[src/rtl/div_op_sequencer.sv]
// ---------------------------------------------------------------------------
// div_op_sequencer
//
// Sequential wrapper around a purely combinational divider. A request
// (dividend/divisor) is accepted over a valid/ready handshake and driven,
// held stable, into the divider's OperA/OperD. After a fixed settle time the
// divider Quotient is captured, the remainder is derived from it, and the
// result is offered over a second valid/ready handshake. A zero divisor
// bypasses the divider and returns an all-ones quotient with a flag.
//
// Ports:
//   clk, rst            clock (rising edge), asynchronous active-high reset
//   in_valid/in_ready   request handshake
//   in_dividend         dividend, DEVIDENT_LENGTH bits
//   in_divisor          divisor, DIVISOR_LENGTH bits
//   div_OperA/OperD     registered operands to the divider
//   div_Quotient        quotient from the divider
//   out_valid/out_ready result handshake
//   out_quotient        registered quotient
//   out_remainder       registered remainder
//   out_div_by_zero     result came from a zero divisor
// ---------------------------------------------------------------------------
module div_op_sequencer #(
    parameter int DEVIDENT_LENGTH = 10,
    parameter int DIVISOR_LENGTH  = 5,
    parameter int SETTLE_CYCLES   = 2
) (
    input  logic                       clk,
    input  logic                       rst,
    input  logic                       in_valid,
    output logic                       in_ready,
    input  logic [DEVIDENT_LENGTH-1:0] in_dividend,
    input  logic [DIVISOR_LENGTH-1:0]  in_divisor,
    output logic [DEVIDENT_LENGTH-1:0] div_OperA,
    output logic [DIVISOR_LENGTH-1:0]  div_OperD,
    input  logic [DEVIDENT_LENGTH-1:0] div_Quotient,
    output logic                       out_valid,
    input  logic                       out_ready,
    output logic [DEVIDENT_LENGTH-1:0] out_quotient,
    output logic [DIVISOR_LENGTH-1:0]  out_remainder,
    output logic                       out_div_by_zero
);

    localparam int CNT_W = (SETTLE_CYCLES > 1) ? $clog2(SETTLE_CYCLES) : 1;

    typedef enum logic [1:0] {
        IDLE = 2'd0,
        WAIT = 2'd1,
        DONE = 2'd2
    } state_t;

    state_t                     state_q, state_d;
    logic [CNT_W-1:0]           cnt_q, cnt_d;
    logic [DEVIDENT_LENGTH-1:0] opa_q, opa_d;
    logic [DIVISOR_LENGTH-1:0]  opd_q, opd_d;
    logic                       valid_q, valid_d;
    logic [DEVIDENT_LENGTH-1:0] quot_q, quot_d;
    logic [DIVISOR_LENGTH-1:0]  rem_q, rem_d;
    logic                       dz_q, dz_d;

    // Remainder = OperA - Quotient*OperD. Only the low DEVIDENT_LENGTH bits
    // of the full-width product reach the difference, and those low bits are
    // identical to a DEVIDENT_LENGTH-wide product, so the multiply is kept
    // at that width.
    logic [DEVIDENT_LENGTH-1:0] opd_ext;
    logic [DEVIDENT_LENGTH-1:0] prod_lo;
    logic [DIVISOR_LENGTH-1:0]  rem_calc;

    assign opd_ext  = {{(DEVIDENT_LENGTH-DIVISOR_LENGTH){1'b0}}, opd_q};
    assign prod_lo  = div_Quotient * opd_ext;
    assign rem_calc = DIVISOR_LENGTH'(opa_q - prod_lo);

    always_comb begin
        state_d = state_q;
        cnt_d   = cnt_q;
        opa_d   = opa_q;
        opd_d   = opd_q;
        valid_d = valid_q;
        quot_d  = quot_q;
        rem_d   = rem_q;
        dz_d    = dz_q;
        case (state_q)
            IDLE: begin
                if (in_valid) begin
                    opa_d = in_dividend;
                    opd_d = in_divisor;
                    if (in_divisor == '0) begin
                        // Zero divisor: answer immediately, divider unused.
                        quot_d  = '1;
                        rem_d   = '0;
                        dz_d    = 1'b1;
                        valid_d = 1'b1;
                        state_d = DONE;
                    end else begin
                        cnt_d   = CNT_W'(SETTLE_CYCLES - 1);
                        state_d = WAIT;
                    end
                end
            end
            WAIT: begin
                if (cnt_q != '0) begin
                    cnt_d = cnt_q - CNT_W'(1);
                end else begin
                    quot_d  = div_Quotient;
                    rem_d   = rem_calc;
                    dz_d    = 1'b0;
                    valid_d = 1'b1;
                    state_d = DONE;
                end
            end
            DONE: begin
                if (out_ready) begin
                    valid_d = 1'b0;
                    state_d = IDLE;
                end
            end
            default: state_d = IDLE;
        endcase
    end

    always_ff @(posedge clk or posedge rst) begin
        if (rst) begin
            state_q <= IDLE;
            cnt_q   <= '0;
            opa_q   <= '0;
            opd_q   <= '0;
            valid_q <= 1'b0;
            quot_q  <= '0;
            rem_q   <= '0;
            dz_q    <= 1'b0;
        end else begin
            state_q <= state_d;
            cnt_q   <= cnt_d;
            opa_q   <= opa_d;
            opd_q   <= opd_d;
            valid_q <= valid_d;
            quot_q  <= quot_d;
            rem_q   <= rem_d;
            dz_q    <= dz_d;
        end
    end

    // Gated with rst so no request is taken while reset is applied.
    assign in_ready        = (state_q == IDLE) && !rst;
    assign div_OperA       = opa_q;
    assign div_OperD       = opd_q;
    assign out_valid       = valid_q;
    assign out_quotient    = quot_q;
    assign out_remainder   = rem_q;
    assign out_div_by_zero = dz_q;

endmodule

[config.mk]
export PLATFORM = sky130hd
export DESIGN_NAME = div_op_sequencer
export DESIGN_NICKNAME = d
export VERILOG_FILES = /design/src/rtl/div_op_sequencer.sv
export SDC_FILE = /design/constraint.sdc
export NUM_CORES = 1
export LEC_CHECK = 0
export ABC_AREA = 1
export CORE_ASPECT_RATIO = 1.1
export CORE_UTILIZATION = 50
export CTS_CLUSTER_SIZE = 14
export DETAILED_ROUTE_END_ITERATION = 8
export PLACE_DENSITY = 0.85
export SYNTH_ARGS = -nofsm -noshare
export SYNTH_HDL_FRONTEND = slang
export SYNTH_SLANG_ARGS = --single-unit
[constraint.sdc]
create_clock -name clk -period 5.1 [get_ports clk]
set_clock_uncertainty 0.05 [all_clocks]
set_input_delay 1.275 -clock clk [delete_from_list [all_inputs] [get_ports clk]]
set_output_delay 1.275 -clock clk [all_outputs]
set_load 0.02 [all_outputs]
; Word level (Yosys, flattened, before mapping)
; Cells that the tools add are included.
[totals]
register_bits = 35
wordCells = 53
output_inout_bits = 33
input_bits = 29
[op_classes]
n_reduce_logical = 11
multipliers = 1
mux = 24
eq_ne = 7
addsub = 2
[op_table]
columns = op, n
row1 = $mux W10, 3
row2 = $pmux W10 S2, 1
row3 = $mux W5, 3
row4 = $mul A10 B5 Y5, 1
row5 = $ne A2 B2 Y1 const B, 5
row6 = $pmux W5 S2, 1
row7 = $mux W1, 8
row8 = $mux W2, 4
row9 = $pmux W2 S3, 1
row10 = $reduce_and A3 Y1, 2
row11 = $logic_not A5 Y1, 1
row12 = $reduce_and A5 Y1, 1
row13 = $sub A5 B5 Y5, 1
row14 = $pmux W1 S2, 2
row15 = $reduce_and A4 Y1, 1
row16 = $pmux W1 S3, 1
row17 = $reduce_bool A3 Y1, 1
row18 = $eq A2 B1 Y1 const B, 1
row19 = $eq A2 B2 Y1 const B, 1
row20 = $logic_not A2 Y1, 1
row21 = $reduce_and A2 Y1, 1
row22 = $reduce_bool A2 Y1, 1
row23 = $logic_and A1 B1 Y1, 1
row24 = $logic_not A1 Y1, 1
row25 = $sub A1 B1 Y1 const B, 1

; Depth between registers and ports, before layout
; Gate-level depths: netlist of run 1.
[depth]
depth_word = 4
depth_mapped = 17
ltp_nobuf = 17

; Worst setup path before layout of run 1
; OpenSTA, ideal clock, no wires.
[synth_timing]
path_kind = input to register
from = in div_Quotient[2]
to = reg rem_q[4], in the netlist out_remainder[4]
arrival_time_ns = 3.265
setup_slack_ns = 1.668
t_required_ns = 4.933
setup_time_ns = 0.117
n_path_buf = 0
stages = 15
cell_sequence = nand2_1 inv_1 fa_1 ha_1 ha_1 inv_1 ha_1 inv_1 o21bai_1 a21oi_1 nand3_1 nand2_1 nand2_1 nand3_1 nand2_1
[synth_between]
elab_chain_len = 4
[synth_rtl]
columns = item, line
row1 = "start, declared", 36  ; input logic [DEVIDENT_LENGTH-1:0] div_Quotient,
row2 = $mul A10 B5 Y5, 70  ; assign prod_lo = div_Quotient * opd_ext;
row3 = $sub A5 B5 Y5, 71  ; assign rem_calc = DIVISOR_LENGTH'(opa_q - prod_lo);
row4 = $mux W5, 101  ; if (cnt_q != '0) begin
row5 = $pmux W5 S2, 82  ; case (state_q)
row6 = "end signal, assigned", 138  ; rem_q <= rem_d;
row7 = "end, declared", 58  ; logic [DIVISOR_LENGTH-1:0] rem_q, rem_d;
; No other way between the ends. The select of a mux whose other input is x is not followed.
; A chain may end at the register's enable or synchronous reset.

; Final worst setup path of run 1
; Same ends and word-level chain as after synthesis.

==> impl_summary.txt, run 1 <==
----------------------------------------------------
[Synthesis]
  Sequential-to-total area share from yosys stat ... 0.454
  Area of the mapped netlist ... 1930 um2
  Distinct cell type count after synthesis ... 29
  Synthesis warning total ... 0
  Synthesized instance count ... between 200 and 250
  Average instance area after synthesis ... between 8 and 9 um2
  Post-synthesis register bit count ... 35
  Net count of the mapped netlist ... 273

[Pwr]
  Gate power share ... 0.622
  Internal power ... 1.01 mW
  Switching Power ... 0.826 mW
  Power Dens Cells ... between 600 and 700 nW/um2
  Design Power ... 1.83 mW
  Static leakage power ... 1.35 nW
  Proportion of total power due to net switching ... 0.450
  Clock network power share ... 0.099
  Sequential power share ... 0.278
  Largest voltage drop on the vdd net ... between 0.3 and 0.4 mV

[GRT]
  Global-route wire length before repair ... about 7000 um
  Pin count of the biggest net entering global routing ... 36
  Initial antenna violation count ... 0
  Total Routing Usage GR ... 0.232
  Vias in the first global route ... 1630
  Aggregate global routing overflow ... 0

[Worst setup path]
  Category of the critical setup timing path ... input port to flop
  Critical path's most frequent cell ... nand2_1
  Worst path cell trace ... clkdlybuf4s50_1 > nand2_1 > inv_1 > fa_1 > ha_1 > ha_1 > inv_1 > ha_1 > inv_1 > o21bai_1 > a21oi_1 > nand3_1 > nand2_1 > nand2_1 > nand3_1 > nand2_1
  Reg2reg setup slack ... roughly 2.3 ns
  Peak per-stage delay on the critical path ... between 0.5 and 0.6 ns
  Critical-path maximum fanout ... 4
  Worst path arrival time ... between 3 and 4 ns
  Slowest stage cell on the critical path ... clkdlybuf4s50_1
  Element type at the critical path start ... input port
  Worst path required time ... 5.23 ns
  CP endpoint kind ... flop

[Routing]
  Length of the first detailed-routing pass in iterations ... 4
  Overall via count from detail_route ... 1687
  Residual antenna-violating net count after detailed routing ... 0
  Routed WL ... 4290 um
  Post-detailed-route DRC marker count ... 0
  Routed len/inst ... ~12 um
  Via density per instance ... between 4 and 5
  Initial detailed-routing violation count ... approximately 50

[Cells and area]
  Share of final-layout standard cells stronger than drive strength 1 ... 0.0808
  Post-layout nets ... 339
  Synth-to-layout area growth ... 37.8%
  Non-filler cells in the finished layout ... ~350
  Final cell area excluding filler cells ... between 2000 and 3000 um2
  Util after Layout ... 0.727
  Antenna diode instance count ... 0
  Commonest non-fill, non-tap cell in the layout ... nand2_1
  Most frequent cells in the layout ... 86 x nand2_1, 61 x clkdlybuf4s50_1, 37 x inv_1

[CTS]
  Source-to-sink clock delay at the later pin of the worst-skew pair ... ~0.28 ns
  Cell at the root of the clock tree ... clkbuf_8
  Worst-case clock buffer depth ... 2
  Post-CTS setup buffer count ... 0
  CTS tree ... built
  H-Tree Level Count ... 2
  Clock net sink count ... 35
  Cts hold-fix bufs ... 0
  Total clock buffers created by CTS ... 5
  Clock transition at the register clock pins on the worst setup and hold paths after CTS ... about 0.070 ns
  Count of cells resized by post-cts repair ... 0

[Placement]
  Worst slack after detailed placement ... 0.973 ns
  Area of placed instances ... 2580 um2
  Final Wtd Congestion ... around 0.88
  Half-perimeter wire length after placement ... 3310 um
  Cells after DPL ... roughly 340
  I/O Buffers ... between 60 and 70

[STA]
  RSZ-0062 raised after global routing ... false
  Final count of pins violating max slew ... 0
  Fmax ... 263 MHz
  Worst hold slack after final layout ... about 0.44 ns
  Total negative setup slack ... 0 ns
  Final Critical Period ... roughly 3.8 ns
  Final Worst Setup Slack ... between 1 and 1.5 ns
  Final Hold Viols ... 0
  Transition time of the tightest slew-check pin ... about 0.5 ns
  Total setup violations reported at the end of the flow ... 0
  Final clock period utilization by the worst path ... 0.747
  Normalized max-slew margin ... 0.673

[Flow run]
  Max capacitance violation total ... 0

[Floorplan]
  Y dimension of the die ... around 67 um
  Cell Rows ... 23
  Initial standard-cell utilization of the core ... 0.528
  Width of the die ... approximately 61 um
  Total core area ... 3650 um2
  Number of placed I/O pins ... 62
  Full die area ... between 4000 and 5000 um2

[Worst hold path]
  Worst hold-check path type ... flop to flop

[Status]
  Outcome ... complete, no violations

----------------------------------------------------
==> path summary, 6_finish.rpt <==
check,start,end,cells past startpoint
worst max-delay path,div_Quotient[2],out_remainder[4],16
worst min-delay path,out_div_by_zero,out_div_by_zero,2
worst max register to register,div_OperD[1],out_remainder[4],15
worst min register to register,out_div_by_zero,out_div_by_zero,2
max in group asynchronous,rst,div_OperA[9],3
min in group asynchronous,rst,cnt_q,3
==> registers in the layout, indices dropped and copies added (netlist names) <==
signal,flops
cnt_q,1
div_OperD,5
state_q,2
div_OperA,10
out_div_by_zero,1
out_quotient,10
out_valid,1
out_remainder,5
==> power groups by stage <==
| stage | clock (mW) | combinational (mW) | sequential (mW) |
|---|---|---|---|
| 2_1_floorplan | 0 | 0.615 | 0.642 |
| 3_3_place_gp | 0 | 1.11 | 0.511 |
| 3_5_place_dp | 0 | 1.14 | 0.516 |
| 4_1_cts | 0.186 | 1.15 | 0.512 |
| 5_1_grt | 0.197 | 1.28 | 0.530 |
| 6_report | 0.182 | 1.14 | 0.510 |
==> cells in the mapped netlist, drive strengths merged <==
master / number / area, um2
a21oi: 2 / 21.3
a22o: 1 / 8.76
nor3: 1 / 5.00
fa: 3 / 60.1
ha: 9 / 113
xnor2: 2 / 17.5
nand2: 88 / 335
inv: 41 / 156
o21ai: 15 / 82.6
o31ai: 1 / 7.51
buf: 3 / 23.8
o22a: 10 / 97.6
nand3: 11 / 55.1
nand3b: 2 / 15.0
o21bai: 1 / 7.51
xor2: 2 / 17.5
dfrtp: 35 / 876
nor2: 4 / 22.5
a31oi: 1 / 6.26
==> final cells by class <==
class	instances	area, um2
repair buffers	62	618
inverters	41	156
clock buffers	6	72.6
multi-input cells	153	872
well taps	50	62.6
flip-flops and latches	35	876
fillers	308	997
==> per-layer routing <==
| layer | global-route usage | vias up | routed length, um |
|---|---|---|---|
| li1 | - | 856 | - |
| met1 | 0.287 | 776 | 1890 |
| met5 | 0 | - | 0 |
| met3 | 0.0632 | 9 | 234 |
| met4 | 0.0852 | 0 | 104 |
| met2 | 0.383 | 46 | 2060 |
==> worst max-delay path, delay by kind of cell <==
family / cells / cell delay [ns]
adders and majority gates: 4 / 1.27
AOI/OAI and AO/OA: 2 / 0.22
and+or+nand+nor: 6 / 0.43
buffers and inverters: 4 / 0.75
==> logic make-up (layout without fill, tap and decap cells) <==
family                   Yosys count  in the layout  share of synthesized area
AO/OA/AOI/OAI                     31             31                      0.120
XOR/XNOR                           4              4                     0.0182
adder cells (fa/ha/maj)           12             12                     0.0896
buffers and inverters             44            109                     0.0934
flip-flops                        35             35                      0.454
AND/OR/NAND/NOR                  106            106                      0.225
Power figures use the tool's default switching activity.
==> run 2, diff against run 1 <==
--- a/config.mk
+++ b/config.mk
@@ -7,10 +7,10 @@
 export LEC_CHECK = 0
 export ABC_AREA = 1
 export CORE_ASPECT_RATIO = 1.1
-export CORE_UTILIZATION = 50
+export CORE_UTILIZATION = 46
 export CTS_CLUSTER_SIZE = 14
 export DETAILED_ROUTE_END_ITERATION = 8
-export PLACE_DENSITY = 0.85
+export PLACE_DENSITY = 0.79
 export SYNTH_ARGS = -nofsm -noshare
 export SYNTH_HDL_FRONTEND = slang
 export SYNTH_SLANG_ARGS = --single-unit
==> constraint.sdc (replaced) <==
create_clock -name clk -period 3.6 [get_ports clk]
set_clock_uncertainty 0.05 [all_clocks]
set_input_delay 0.9 -clock clk [delete_from_list [all_inputs] [get_ports clk]]
set_output_delay 0.9 -clock clk [all_outputs]
set_load 0.02 [all_outputs]
==> run 2 against run 1 <==
Core utilization fell by 4.7 points. Via count is 1.5% higher. Register-to-register slack worse by 1.5 ns. Sequential power up 42%. Routed wire length shrank 0.16%. Worst setup slack worse by 1.1 ns. Highest routed layer unchanged. Global-route usage shrank 1.4 points. Sequential share of layout area fell by 0.73 points. Non-clock buffer count grew 4. Largest cell class unchanged. Worst hold slack lost 0.011 ns.
==> impl_summary.txt, run 2 (synthesized netlist as in run 1, its figures left out) <==
----------------------------------------------------
[Routing]
  Via density per instance ... 4.83 (was 4.86)
  Residual antenna-violating net count after detailed routing ... 0 (unchanged)
  Overall via count from detail_route ... 1713 (was 1687)
  Routed len/inst ... 12.1 um (was 12.4 um)
  Length of the first detailed-routing pass in iterations ... 4 (unchanged)
  Post-detailed-route DRC marker count ... 0 (unchanged)
  Routed WL ... 4280 um (was 4290 um)
  Initial detailed-routing violation count ... 47 (was 49)

[Worst setup path]
  Category of the critical setup timing path ... input port to flop (unchanged)
  Element type at the critical path start ... input port (unchanged)
  Worst path arrival time ... 3.50 ns (was 3.93 ns)
  Critical-path maximum fanout ... 2 (was 4)
  Worst path required time ... 3.73 ns (was 5.23 ns)
  CP endpoint kind ... flop (unchanged)

[GRT]
  Global-route wire length before repair ... 7510 um (was 7000 um)
  Initial antenna violation count ... 0 (unchanged)
  Aggregate global routing overflow ... 0 (unchanged)
  Pin count of the biggest net entering global routing ... 22 (was 36)
  Total Routing Usage GR ... 0.218 (was 0.232)
  Vias in the first global route ... 1710 (was 1630)

[Floorplan]
  Initial standard-cell utilization of the core ... 0.483 (was 0.528)
  Number of placed I/O pins ... 62 (unchanged)
  Y dimension of the die ... 69.9 um (was 67.1 um)
  Full die area ... 4450 um2 (was 4110 um2)
  Width of the die ... 63.7 um (was 61.2 um)
  Cell Rows ... 24 (was 23)
  Total core area ... 3990 um2 (was 3650 um2)

[CTS]
  Total clock buffers created by CTS ... 5 (unchanged)
  Cts hold-fix bufs ... 0 (unchanged)
  H-Tree Level Count ... 2 (unchanged)
  Clock net sink count ... 35 (unchanged)
  Source-to-sink clock delay at the later pin of the worst-skew pair ... 0.28 ns (about the same)
  Worst-case clock buffer depth ... 2 (unchanged)
  Cell at the root of the clock tree ... clkbuf_8 (unchanged)
  Count of cells resized by post-cts repair ... 0 (unchanged)
  Clock transition at the register clock pins on the worst setup and hold paths after CTS ... 0.07 ns (about the same)
  CTS tree ... built (unchanged)
  Post-CTS setup buffer count ... 0 (unchanged)

[Placement]
  Area of placed instances ... 2620 um2 (was 2580 um2)
  I/O Buffers ... 61 (unchanged)
  Half-perimeter wire length after placement ... 3310 um (about the same)
  Final Wtd Congestion ... 0.782 (was 0.879)

[Flow run]
  Max capacitance violation total ... 0 (unchanged)

[STA]
  Normalized max-slew margin ... 0.478 (was 0.673)
  Final Hold Viols ... 0 (unchanged)
  Transition time of the tightest slew-check pin ... 0.782 ns (was 0.489 ns)
  Final clock period utilization by the worst path ... 0.937
  Final Critical Period ... around 3.4 ns
  Total setup violations reported at the end of the flow ... 0 (unchanged)
  RSZ-0062 raised after global routing ... false (unchanged)
  Final count of pins violating max slew ... 0 (unchanged)
  Fmax ... between 200 and 300 MHz

[Pwr]
  Static leakage power ... 1.38 nW (was 1.35 nW)
  Power Dens Cells ... 990 nW/um2 (was 690 nW/um2)
  Design Power ... 2.69 mW (was 1.83 mW)
  Largest voltage drop on the vdd net ... 0.503 mV (was 0.334 mV)

[Cells and area]
  Most frequent cells in the layout ... 86 x nand2_1, 61 x clkdlybuf4s50_1, 37 x inv_1 (unchanged)
  Share of final-layout standard cells stronger than drive strength 1 ... 0.0990 (was 0.0808)
  Area of the multi-input gates ... 872 um2 (unchanged)
  Final cell area excluding filler cells ... 2720 um2 (was 2660 um2)
  Post-layout nets ... 343 (was 339)
  Register cell area after layout ... 876 um2 (unchanged)
  Synth-to-layout area growth ... 40.9% (was 37.8%)
  Antenna diode instance count ... 0 (unchanged)
  FILL cells ... 347 (was 308)
  Commonest non-fill, non-tap cell in the layout ... nand2_1 (unchanged)

[Status]
  Outcome ... complete, no violations (unchanged)

[Worst hold path]
  Worst hold-check path type ... flop to flop (unchanged)

----------------------------------------------------
-- run 2: final cells by class --
cell class | instances | share of cell area
Sequential cell | 35 | 0.322
Tap cell | 52 | 0.0239
Inverter | 41 | 0.0576
Timing Repair Buffer | 66 | 0.238
Clock buffer | 8 | 0.0368
Multi-Input combinational cell | 153 | 0.321
-- run 2: worst max-delay path, stage by stage --
cell and delay [ns]:
clkdlybuf4s50_1 0.48, nand2_1 0.05, inv_1 0.08, fa_1 0.43, ha_1 0.29, ha_1 0.28
inv_1 0.04, ha_1 0.30, inv_1 0.08, o21bai_1 0.06, a21oi_1 0.16, nand3_1 0.12
nand2_1 0.08, nand2_1 0.05, nand3_1 0.06, nand2_1 0.05
-- run 2: power by group --
part / internal, mW / switching [mW]
combinational: 0.756 / 0.904
clock: 0.174 / 0.132
sequential: 0.577 / 0.148
total: 1.51 / 1.18
-- run 2: worst paths after layout --
| path | to | cells past startpoint | slack, ns | from |
|---|---|---|---|---|
| worst max register to register | out_remainder[4] | 15 | 0.81 | div_OperD[0] |
| worst max-delay path | out_remainder[4] | 16 | 0.23 | div_Quotient[2] |
| worst min register to register | div_OperA[9] | 2 | 0.42 | div_OperA[9] |
| min in group asynchronous | out_quotient[4] | 2 | 1.04 | rst |
| max in group asynchronous | out_quotient[3] | 3 | 1.82 | rst |
| worst min-delay path | div_OperA[9] | 2 | 0.42 | div_OperA[9] |
-- run 2: routing by layer --
layer,wire (um),GRT usage
met1,1920,0.274
met2,2070,0.365
met3,254,0.0621
met4,37,0.0530
met5,0,0
-- run 2: stage by stage --
| step | TNS (ns) | hold slack [ns] | instances | utilization | worst slack [ns] |
|---|---|---|---|---|---|
| floorplan | 0 | 0.443 | 232 | - | 0.543 |
| global placement | 0 | 0.413 | 347 | 0.655 | 0.00931 |
| detailed placement | -0.0931 | 0.415 | 347 | 0.655 | -0.0931 |
| CTS | 0 | 0.434 | 355 | 0.680 | 0.203 |
| global route | 0 | 0.465 | 355 | 0.680 | 0.0207 |
| finish | 0 | 0.424 | 355 | 0.680 | 0.225 |
